`src/rtl/regfile_pkg.sv`:
```
// Shared defaults and packing helper for the multi-port register file.
package regfile_pkg;

  localparam int DEF_DATA_W = 32;
  localparam int DEF_ADDR_W = 5;
  localparam int DEF_NREAD  = 2;

  // Low bit of lane k in a packed bus of w-bit lanes.
  function automatic int lane_lo(input int k, input int w);
    return k * w;
  endfunction

endpackage

```
`src/rtl/regfile_mp_if.sv`:
```
// Register-file port bundle: write, reserve, packed reads, scoreboard status, debug tap.
interface regfile_mp_if
  import regfile_pkg::*;
#(
  parameter int DATA_W = DEF_DATA_W,
  parameter int ADDR_W = DEF_ADDR_W,
  parameter int NREAD  = DEF_NREAD
) ();

  logic                      ctrl_writeEnable;
  logic [ADDR_W-1:0]         ctrl_writeReg;
  logic [DATA_W-1:0]         data_writeReg;
  logic                      ctrl_reserve;
  logic [ADDR_W-1:0]         ctrl_reserveReg;
  logic [NREAD*ADDR_W-1:0]   ctrl_readReg;
  logic [NREAD*DATA_W-1:0]   data_readReg;
  logic [NREAD-1:0]          busy_read;
  logic                      reserve_conflict;
  logic [ADDR_W:0]           busy_count;
  logic [ADDR_W-1:0]         ctrl_dbgSel;
  logic [DATA_W-1:0]         data_dbg;

  modport master (
    output ctrl_writeEnable, ctrl_writeReg, data_writeReg,
           ctrl_reserve, ctrl_reserveReg, ctrl_readReg, ctrl_dbgSel,
    input  data_readReg, busy_read, reserve_conflict, busy_count, data_dbg
  );

  modport slave (
    input  ctrl_writeEnable, ctrl_writeReg, data_writeReg,
           ctrl_reserve, ctrl_reserveReg, ctrl_readReg, ctrl_dbgSel,
    output data_readReg, busy_read, reserve_conflict, busy_count, data_dbg
  );

endinterface

```
`src/rtl/regfile_scoreboard.sv`:
```
// Pending-write scoreboard: per-register busy bits and a running busy count.
module regfile_scoreboard #(
  parameter int ADDR_W = 5
) (
  input  logic                   clock,
  input  logic                   ctrl_reset,
  input  logic                   wr_en,
  input  logic [ADDR_W-1:0]      wr_reg,
  input  logic                   rsv_en,
  input  logic [ADDR_W-1:0]      rsv_reg,
  output logic [2**ADDR_W-1:0]   busy,
  output logic [ADDR_W:0]        busy_count,
  output logic                   reserve_conflict
);

  localparam int NREGS = 2**ADDR_W;

  logic             wr_hit, rsv_hit, set_new, clr_old;
  logic [NREGS-1:0] busy_nxt;

  always_comb begin
    wr_hit   = wr_en  && (wr_reg  != '0);
    rsv_hit  = rsv_en && (rsv_reg != '0);
    // Count moves only on real 0->1 / 1->0 transitions; a write and a
    // reserve of the same busy register leave it busy with no net change.
    set_new  = rsv_hit && !busy[rsv_reg];
    clr_old  = wr_hit && busy[wr_reg] && !(rsv_hit && (rsv_reg == wr_reg));
    busy_nxt = busy;
    if (wr_hit)  busy_nxt[wr_reg]  = 1'b0;
    if (rsv_hit) busy_nxt[rsv_reg] = 1'b1;
  end

  always_ff @(posedge clock or posedge ctrl_reset) begin
    if (ctrl_reset) begin
      busy       <= '0;
      busy_count <= '0;
    end else begin
      busy <= busy_nxt;
      if (set_new && !clr_old)      busy_count <= busy_count + 1'b1;
      else if (clr_old && !set_new) busy_count <= busy_count - 1'b1;
    end
  end

  assign reserve_conflict = rsv_hit && busy[rsv_reg];

endmodule

```
`src/rtl/regfile_mp.sv`:
```
// Multi-read-port register file with pending-write scoreboard.
// Optional same-cycle write forwarding when REGFILE_BYPASS_EN is defined.
module regfile_mp
  import regfile_pkg::*;
#(
  parameter int DATA_W = DEF_DATA_W,
  parameter int ADDR_W = DEF_ADDR_W,
  parameter int NREAD  = DEF_NREAD
) (
  input logic          clock,
  input logic          ctrl_reset,
  regfile_mp_if.slave  bus
);

  localparam int NREGS = 2**ADDR_W;

  logic [NREGS-1:0][DATA_W-1:0] regs;
  logic [NREGS-1:0]             busy;
  logic [NREAD-1:0][DATA_W-1:0] rd_data;
  logic [NREAD-1:0]             rd_busy;
  logic [ADDR_W-1:0]            idx;

  // Register 0 is never written, so it holds its reset zero forever.
  always_ff @(posedge clock or posedge ctrl_reset) begin
    if (ctrl_reset)
      regs <= '0;
    else if (bus.ctrl_writeEnable && (bus.ctrl_writeReg != '0))
      regs[bus.ctrl_writeReg] <= bus.data_writeReg;
  end

  regfile_scoreboard #(.ADDR_W(ADDR_W)) u_sb (
    .clock            (clock),
    .ctrl_reset       (ctrl_reset),
    .wr_en            (bus.ctrl_writeEnable),
    .wr_reg           (bus.ctrl_writeReg),
    .rsv_en           (bus.ctrl_reserve),
    .rsv_reg          (bus.ctrl_reserveReg),
    .busy             (busy),
    .busy_count       (bus.busy_count),
    .reserve_conflict (bus.reserve_conflict)
  );

  always_comb begin
    rd_data = '0;
    rd_busy = '0;
    idx     = '0;
    for (int k = 0; k < NREAD; k++) begin
      idx = bus.ctrl_readReg[lane_lo(k, ADDR_W) +: ADDR_W];
`ifdef REGFILE_BYPASS_EN
      // Forwarding is held off during reset so every port reads zero.
      if (!ctrl_reset && bus.ctrl_writeEnable && (bus.ctrl_writeReg != '0) &&
          (bus.ctrl_writeReg == idx)) begin
        rd_data[k] = bus.data_writeReg;
        rd_busy[k] = 1'b0;
      end else begin
        rd_data[k] = regs[idx];
        rd_busy[k] = busy[idx];
      end
`else
      rd_data[k] = regs[idx];
      rd_busy[k] = busy[idx];
`endif
    end
  end

  assign bus.data_readReg = rd_data;
  assign bus.busy_read    = rd_busy;
  assign bus.data_dbg     = regs[bus.ctrl_dbgSel];

endmodule

```
`src/flat_wrapper.sv`:
```
// flat-port wrapper written by rule: the top's interface ports become plain ports
module regfile_mp_flat import regfile_pkg::*;
#(
  parameter int DATA_W = DEF_DATA_W,
  parameter int ADDR_W = DEF_ADDR_W,
  parameter int NREAD  = DEF_NREAD
)
  (clock, ctrl_reset, bus_ctrl_writeEnable, bus_ctrl_writeReg, bus_data_writeReg, bus_ctrl_reserve, bus_ctrl_reserveReg, bus_ctrl_readReg, bus_ctrl_dbgSel, bus_data_readReg, bus_busy_read, bus_reserve_conflict, bus_busy_count, bus_data_dbg);
  regfile_mp_if #(.DATA_W(DATA_W), .ADDR_W(ADDR_W), .NREAD(NREAD)) bus_i ();
  input logic clock;
  input logic ctrl_reset;
  input wire logic [$bits(bus_i.ctrl_writeEnable)-1:0] bus_ctrl_writeEnable;
  input wire logic [$bits(bus_i.ctrl_writeReg)-1:0] bus_ctrl_writeReg;
  input wire logic [$bits(bus_i.data_writeReg)-1:0] bus_data_writeReg;
  input wire logic [$bits(bus_i.ctrl_reserve)-1:0] bus_ctrl_reserve;
  input wire logic [$bits(bus_i.ctrl_reserveReg)-1:0] bus_ctrl_reserveReg;
  input wire logic [$bits(bus_i.ctrl_readReg)-1:0] bus_ctrl_readReg;
  input wire logic [$bits(bus_i.ctrl_dbgSel)-1:0] bus_ctrl_dbgSel;
  output wire logic [$bits(bus_i.data_readReg)-1:0] bus_data_readReg;
  output wire logic [$bits(bus_i.busy_read)-1:0] bus_busy_read;
  output wire logic [$bits(bus_i.reserve_conflict)-1:0] bus_reserve_conflict;
  output wire logic [$bits(bus_i.busy_count)-1:0] bus_busy_count;
  output wire logic [$bits(bus_i.data_dbg)-1:0] bus_data_dbg;
  assign bus_i.ctrl_writeEnable = bus_ctrl_writeEnable;
  assign bus_i.ctrl_writeReg = bus_ctrl_writeReg;
  assign bus_i.data_writeReg = bus_data_writeReg;
  assign bus_i.ctrl_reserve = bus_ctrl_reserve;
  assign bus_i.ctrl_reserveReg = bus_ctrl_reserveReg;
  assign bus_i.ctrl_readReg = bus_ctrl_readReg;
  assign bus_i.ctrl_dbgSel = bus_ctrl_dbgSel;
  assign bus_data_readReg = bus_i.data_readReg;
  assign bus_busy_read = bus_i.busy_read;
  assign bus_reserve_conflict = bus_i.reserve_conflict;
  assign bus_busy_count = bus_i.busy_count;
  assign bus_data_dbg = bus_i.data_dbg;
  regfile_mp #(.DATA_W(DATA_W), .ADDR_W(ADDR_W), .NREAD(NREAD)) u_core (.clock(clock), .ctrl_reset(ctrl_reset), .bus(bus_i));
endmodule
```
`config.mk`:
```
export PLATFORM = sky130hd
export DESIGN_NAME = regfile_mp_flat
export DESIGN_NICKNAME = d
export VERILOG_FILES = /design/src/rtl/regfile_pkg.sv /design/src/rtl/regfile_mp_if.sv /design/src/rtl/regfile_scoreboard.sv /design/src/rtl/regfile_mp.sv /design/src/flat_wrapper.sv
export SDC_FILE = /design/constraint.sdc
export NUM_CORES = 2
export LEC_CHECK = 0
export BUFFER_PORTS_ARGS = -buffer_cell sky130_fd_sc_hd__buf_2
export CAP_MARGIN = 0
export CORE_ASPECT_RATIO = 0.9
export CORE_MARGIN = 3
export CORE_UTILIZATION = 57
export DETAILED_ROUTE_END_ITERATION = 7
export PLACE_DENSITY = 0.7
export SLEW_MARGIN = 20
export SYNTH_ARGS = -nofsm -noshare
export SYNTH_HDL_FRONTEND = slang
export SYNTH_SLANG_ARGS = --single-unit
export TNS_END_PERCENT = 100
```
`constraint.sdc`:
```
create_clock -name clock -period 89.4 [get_ports clock]
set_input_delay 8.94 -clock clock [delete_from_list [all_inputs] [get_ports clock]]
set_output_delay 8.94 -clock clock [all_outputs]
set_load 0.05 [all_outputs]
```
==> summary.md <==
| Metric | Value |
|---|---|
| Mux cell area share after synthesis | 0.5153 |
| Number of library cell types mapped by synthesis | 42 |
| Number of gates resized after CTS | 0 |
| Reg area | 26580 um^2 |
| Cell at the root of the clock tree | sky130_fd_sc_hd__clkbuf_16 |
| Relative max-transition margin | 0.1805 |
| DRC violations left | 0 |
| Number of maximum-capacitance constraint violations | 0 |
| Maximum fanout count along the critical path | 95 |
| Final period utilization | 0.2499 |
| Clock sink count | 1062 |
| Flip-flop and latch count after synthesis | 1062 |
| Multi-input gate area | 36140 um^2 |
| Most numerous cell in the Yosys netlist | sky130_fd_sc_hd__dfrtp_1 |
| Fraction of the yosys area taken by sequential cells | 0.4100 |
| Critical path required time | 80460 ps |
| XOR/XNOR Fraction of Synth Area | 0.001351 |
| Sw power | 0.4609 mW |
| Critical Path AT | 13400 ps |
| Result of the run | finished clean |
| Top area cells in the synthesized netlist | sky130_fd_sc_hd__dfrtp_1, sky130_fd_sc_hd__mux4_2, sky130_fd_sc_hd__mux2_2 |
| Post-synthesis instance total | 4033 |
| Diode insertion count for antenna repair | 0 |
| Number of global-route vias before repair | 41260 |
| Num rows | 116 |
| Filler cells | 8187 |
| Flop pwr share | 0.424 |
| Number of nets produced by synthesis | 4101 |
| Layout overhead on the synthesized area | 8.072% |
| Post-Synth Adder-Cell Area | 0.001467 |
| Drt via density | 7.450 |
| Simple-gate area share of the yosys netlist | 0.008048 |
| Hold WC Path Type | reg -> reg |
| Tightest Pin Transition | 1226 ps |
| Cell taking the most area after synthesis | sky130_fd_sc_hd__dfrtp_1 |
| Final Max Slew Viols | 0 |
| Global-route wire length before repair | 280.8 mm |
| Setup clock skew after layout | 12.80 ps |
| ANT nets after route | 0 |
| Number of buffers inserted by hold repair at cts | 0 |
| Worst Setup End Kind | output port |
| Endpoint of the worst register-to-register path | u_core.u_sb.busy_count[5] |
| Floorplan Core Area | 112000 um^2 |
| Wire per inst | 34.38 um |
| Die Span X | 361.5 um |
| Critical Setup Path Class | in -> out |
| Global-route total usage across every layer | 0.3222 |
| Dominant combinational cell family by area after synthesis | multiplexers |
| Number of detailed-routing iterations run before antenna repair | 7 |
| Number of top-level design ports | 166 |
| Die Height | 325.9 um |
| Fin Setup TNS | 0 ps |
| Leakage component of the power | 29.45 nW |
| Latest clock arrival within the worst-skew pair | 730 ps |
| Remaining global-route overflow | 0 |
| Setup slack of the most critical reg-to-reg path | 86090 ps |
| Yosys warning total | 0 |
| Number of post-CTS setup repair buffers | 0 |
| Maximum clock path buffer count | 3 |
| Routing layer with the top usage in global route | met2 |
| Proportion of netlist area held by the largest area contributor | 0.4100 |
| Path depth of the worst reg2reg path | 13 |
| DRC marker count from the first detailed-route iteration | 4518 |
| Detailed placer's ending HPWL | 103.2 mm |
| Post-synthesis compound-gate area fraction | 0.02878 |
| Prevailing post-synth register cell | sky130_fd_sc_hd__dfrtp_1 |
| Peak supply drop | 0.01845 mV |
| Port Buffers | 165 |
| Power density relative to cell area | 22.22 nW/um^2 |
| Synth async-reset ratio | 1.000 |
| Time the final worst path needs with I/O delays and setup | 22340 ps |
| Wire length after detailed routing | 187.9 mm |
| Max frequency | 0.04476 GHz |
| Cell internal pwr | 1.096 mW |
| Portion of total power attributed to the clock network | 0.313 |
| Top cells by instance count after synthesis | sky130_fd_sc_hd__dfrtp_1, sky130_fd_sc_hd__mux2_2, sky130_fd_sc_hd__mux4_2 |
| Floorplan die area | 117800 um^2 |
| Worst-case hold path end point | u_core.regs[24] |
| Post-Syn Area per Cell | 16.07 um^2 |
| Hold path cells | 0 |
| Final setup violating endpoints | 0 |
| Met2 capacity usage during global routing | 0.4919 |
| Largest net degree at the start of global routing | 172 |
| Post-route total power | 1.557 mW |
| Layout cell share with drive strength beyond 1 | 0.5929 |
| Number of antenna violations at the first check in global routing | 3 |
| Initial core utilization | 0.5786 |
| Netlist area before placement | 64830 um^2 |
| Combinational fraction of design power | 0.263 |
| GP Congestion | 0.8195 |
| Startpoint types | input pin |
| Final number of hold-violating endpoints | 0 |
| Net count of the finished layout | 3963 |
| Switching part of the total power | 0.2960 |
| Total vias in the final route | 40710 |
| Clock transition at the registers of the reported paths | 60 ps |
| Critical R2R Launch | u_core.u_sb.busy[31] |
| Maximum level of the CTS H-tree | 3 |
| Clock buffer count from CTS | 113 |
| Unrepaired setup endpoints after global routing | false |
| TritonCTS clock tree | yes |
| Startpoint of the most critical hold path | u_core.regs[24] |
| Number of flops mapped to enable cells by yosys | 0 |
| GR Util met3 | 0.06853 |
| Met1 layer usage reported by global route | 0.4712 |
## cells in the final DEF, fill, tap and decap left out, types with 6 or more instances in the layout
master / synthesis / layout
sky130_fd_sc_hd__nor2_4: 0 / 12
sky130_fd_sc_hd__ha_1: 6 / 6
sky130_fd_sc_hd__o21ai_0: 32 / 32
sky130_fd_sc_hd__nand2_1: 31 / 15
sky130_fd_sc_hd__mux2i_1: 210 / 210
sky130_fd_sc_hd__buf_12: 0 / 10
sky130_fd_sc_hd__a22oi_1: 100 / 100
sky130_fd_sc_hd__buf_8: 0 / 6
sky130_fd_sc_hd__clkinv_2: 0 / 24
sky130_fd_sc_hd__clkbuf_16: 0 / 117
sky130_fd_sc_hd__clkbuf_1: 230 / 22
sky130_fd_sc_hd__buf_4: 31 / 71
sky130_fd_sc_hd__a22o_1: 11 / 11
sky130_fd_sc_hd__clkbuf_8: 0 / 29
sky130_fd_sc_hd__bufinv_16: 0 / 8
sky130_fd_sc_hd__mux4_2: 894 / 894
sky130_fd_sc_hd__o21a_1: 98 / 98
sky130_fd_sc_hd__buf_2: 167 / 153
sky130_fd_sc_hd__nand2_2: 0 / 16
sky130_fd_sc_hd__mux2_2: 992 / 992
sky130_fd_sc_hd__dfrtp_1: 1062 / 1062
sky130_fd_sc_hd__nor2_1: 22 / 10
## metal layers
metal | vias up | wire [um]
met4 | 2 | 6096
met3 | 356 | 16990
met1 | 22350 | 76700
li1 | 15960 | -
met2 | 2039 | 88050
met5 | - | 11
## layout make-up
class,count,share of cell area
multi-input combinational,2470,0.5159
inverter,5,0.0003750
clock inverter,41,0.006215
clock buffer,168,0.04867
sequential,1062,0.3793
timing repair buffer,243,0.02316
tap,1475,0.02634
## worst max-delay path by stage
| stage | endpoint | slack, ps | cells after the start | start |
|---|---|---|---|---|
| 3_5_place_dp | bus_data_dbg[14] | 66910 | 8 | bus_ctrl_dbgSel[0] |
| 3_3_place_gp | bus_data_dbg[14] | 66930 | 8 | bus_ctrl_dbgSel[0] |
| 2_1_floorplan | u_core.regs[0] | 50570 | 1 | ctrl_reset |
| 4_1_cts | bus_data_dbg[14] | 66910 | 8 | bus_ctrl_dbgSel[0] |
| 5_1_grt | bus_data_dbg[14] | 66680 | 8 | bus_ctrl_dbgSel[0] |
| 6_report | bus_data_readReg[62] | 67060 | 8 | bus_ctrl_readReg[5] |
## through the flow
stage / instances / hold WS [ps] / worst slack, ps / area, um^2 / utilization
2_1_floorplan: 4033 / 458.0 / 50570 / 64830 / -
5_1_grt: 5464 / 426.3 / 66680 / 70060 / 0.6253
3_5_place_dp: 5255 / 401.9 / 66910 / 66210 / 0.5909
6_report: 5464 / 413.3 / 67060 / 70060 / 0.6253
4_1_cts: 5464 / 415.7 / 66910 / 70050 / 0.6252
3_3_place_gp: 5255 / 395.0 / 66930 / 66210 / 0.5909
## critical path, cell delays in order
cell and delay (ps):
sky130_fd_sc_hd__buf_8 460, sky130_fd_sc_hd__buf_4 790, sky130_fd_sc_hd__buf_4 820, sky130_fd_sc_hd__buf_12 670, sky130_fd_sc_hd__mux4_2 600, sky130_fd_sc_hd__mux4_2 490, sky130_fd_sc_hd__o21a_1 240, sky130_fd_sc_hd__buf_2 230
## flip-flops by register name, summed over array words and instances (netlist names)
name,count
u_core.u_sb.busy,32
u_core.u_sb.busy_count,6
u_core.regs,1024
## power groups by stage
stage / clock, mW / combinational, mW / sequential, mW
after floorplan: 0 / 0.337 / 0.643
after global placement: 0 / 0.402 / 0.659
after detailed placement: 0 / 0.409 / 0.665
after CTS: 0.495 / 0.410 / 0.657
after global routing: 0.513 / 0.435 / 0.673
final: 0.487 / 0.409 / 0.661
## kinds of logic (layout without fill, tap and decap cells)
| group | after synthesis | after routing |
|---|---|---|
| xor+xnor | 10 | 10 |
| flops | 1062 | 1062 |
| compound gates | 258 | 258 |
| mux | 2096 | 2096 |
| buf+inv | 501 | 457 |
| simple gates | 99 | 99 |
| fa+ha+maj | 7 | 7 |
Note: power is estimated with default switching activity, not from simulation.
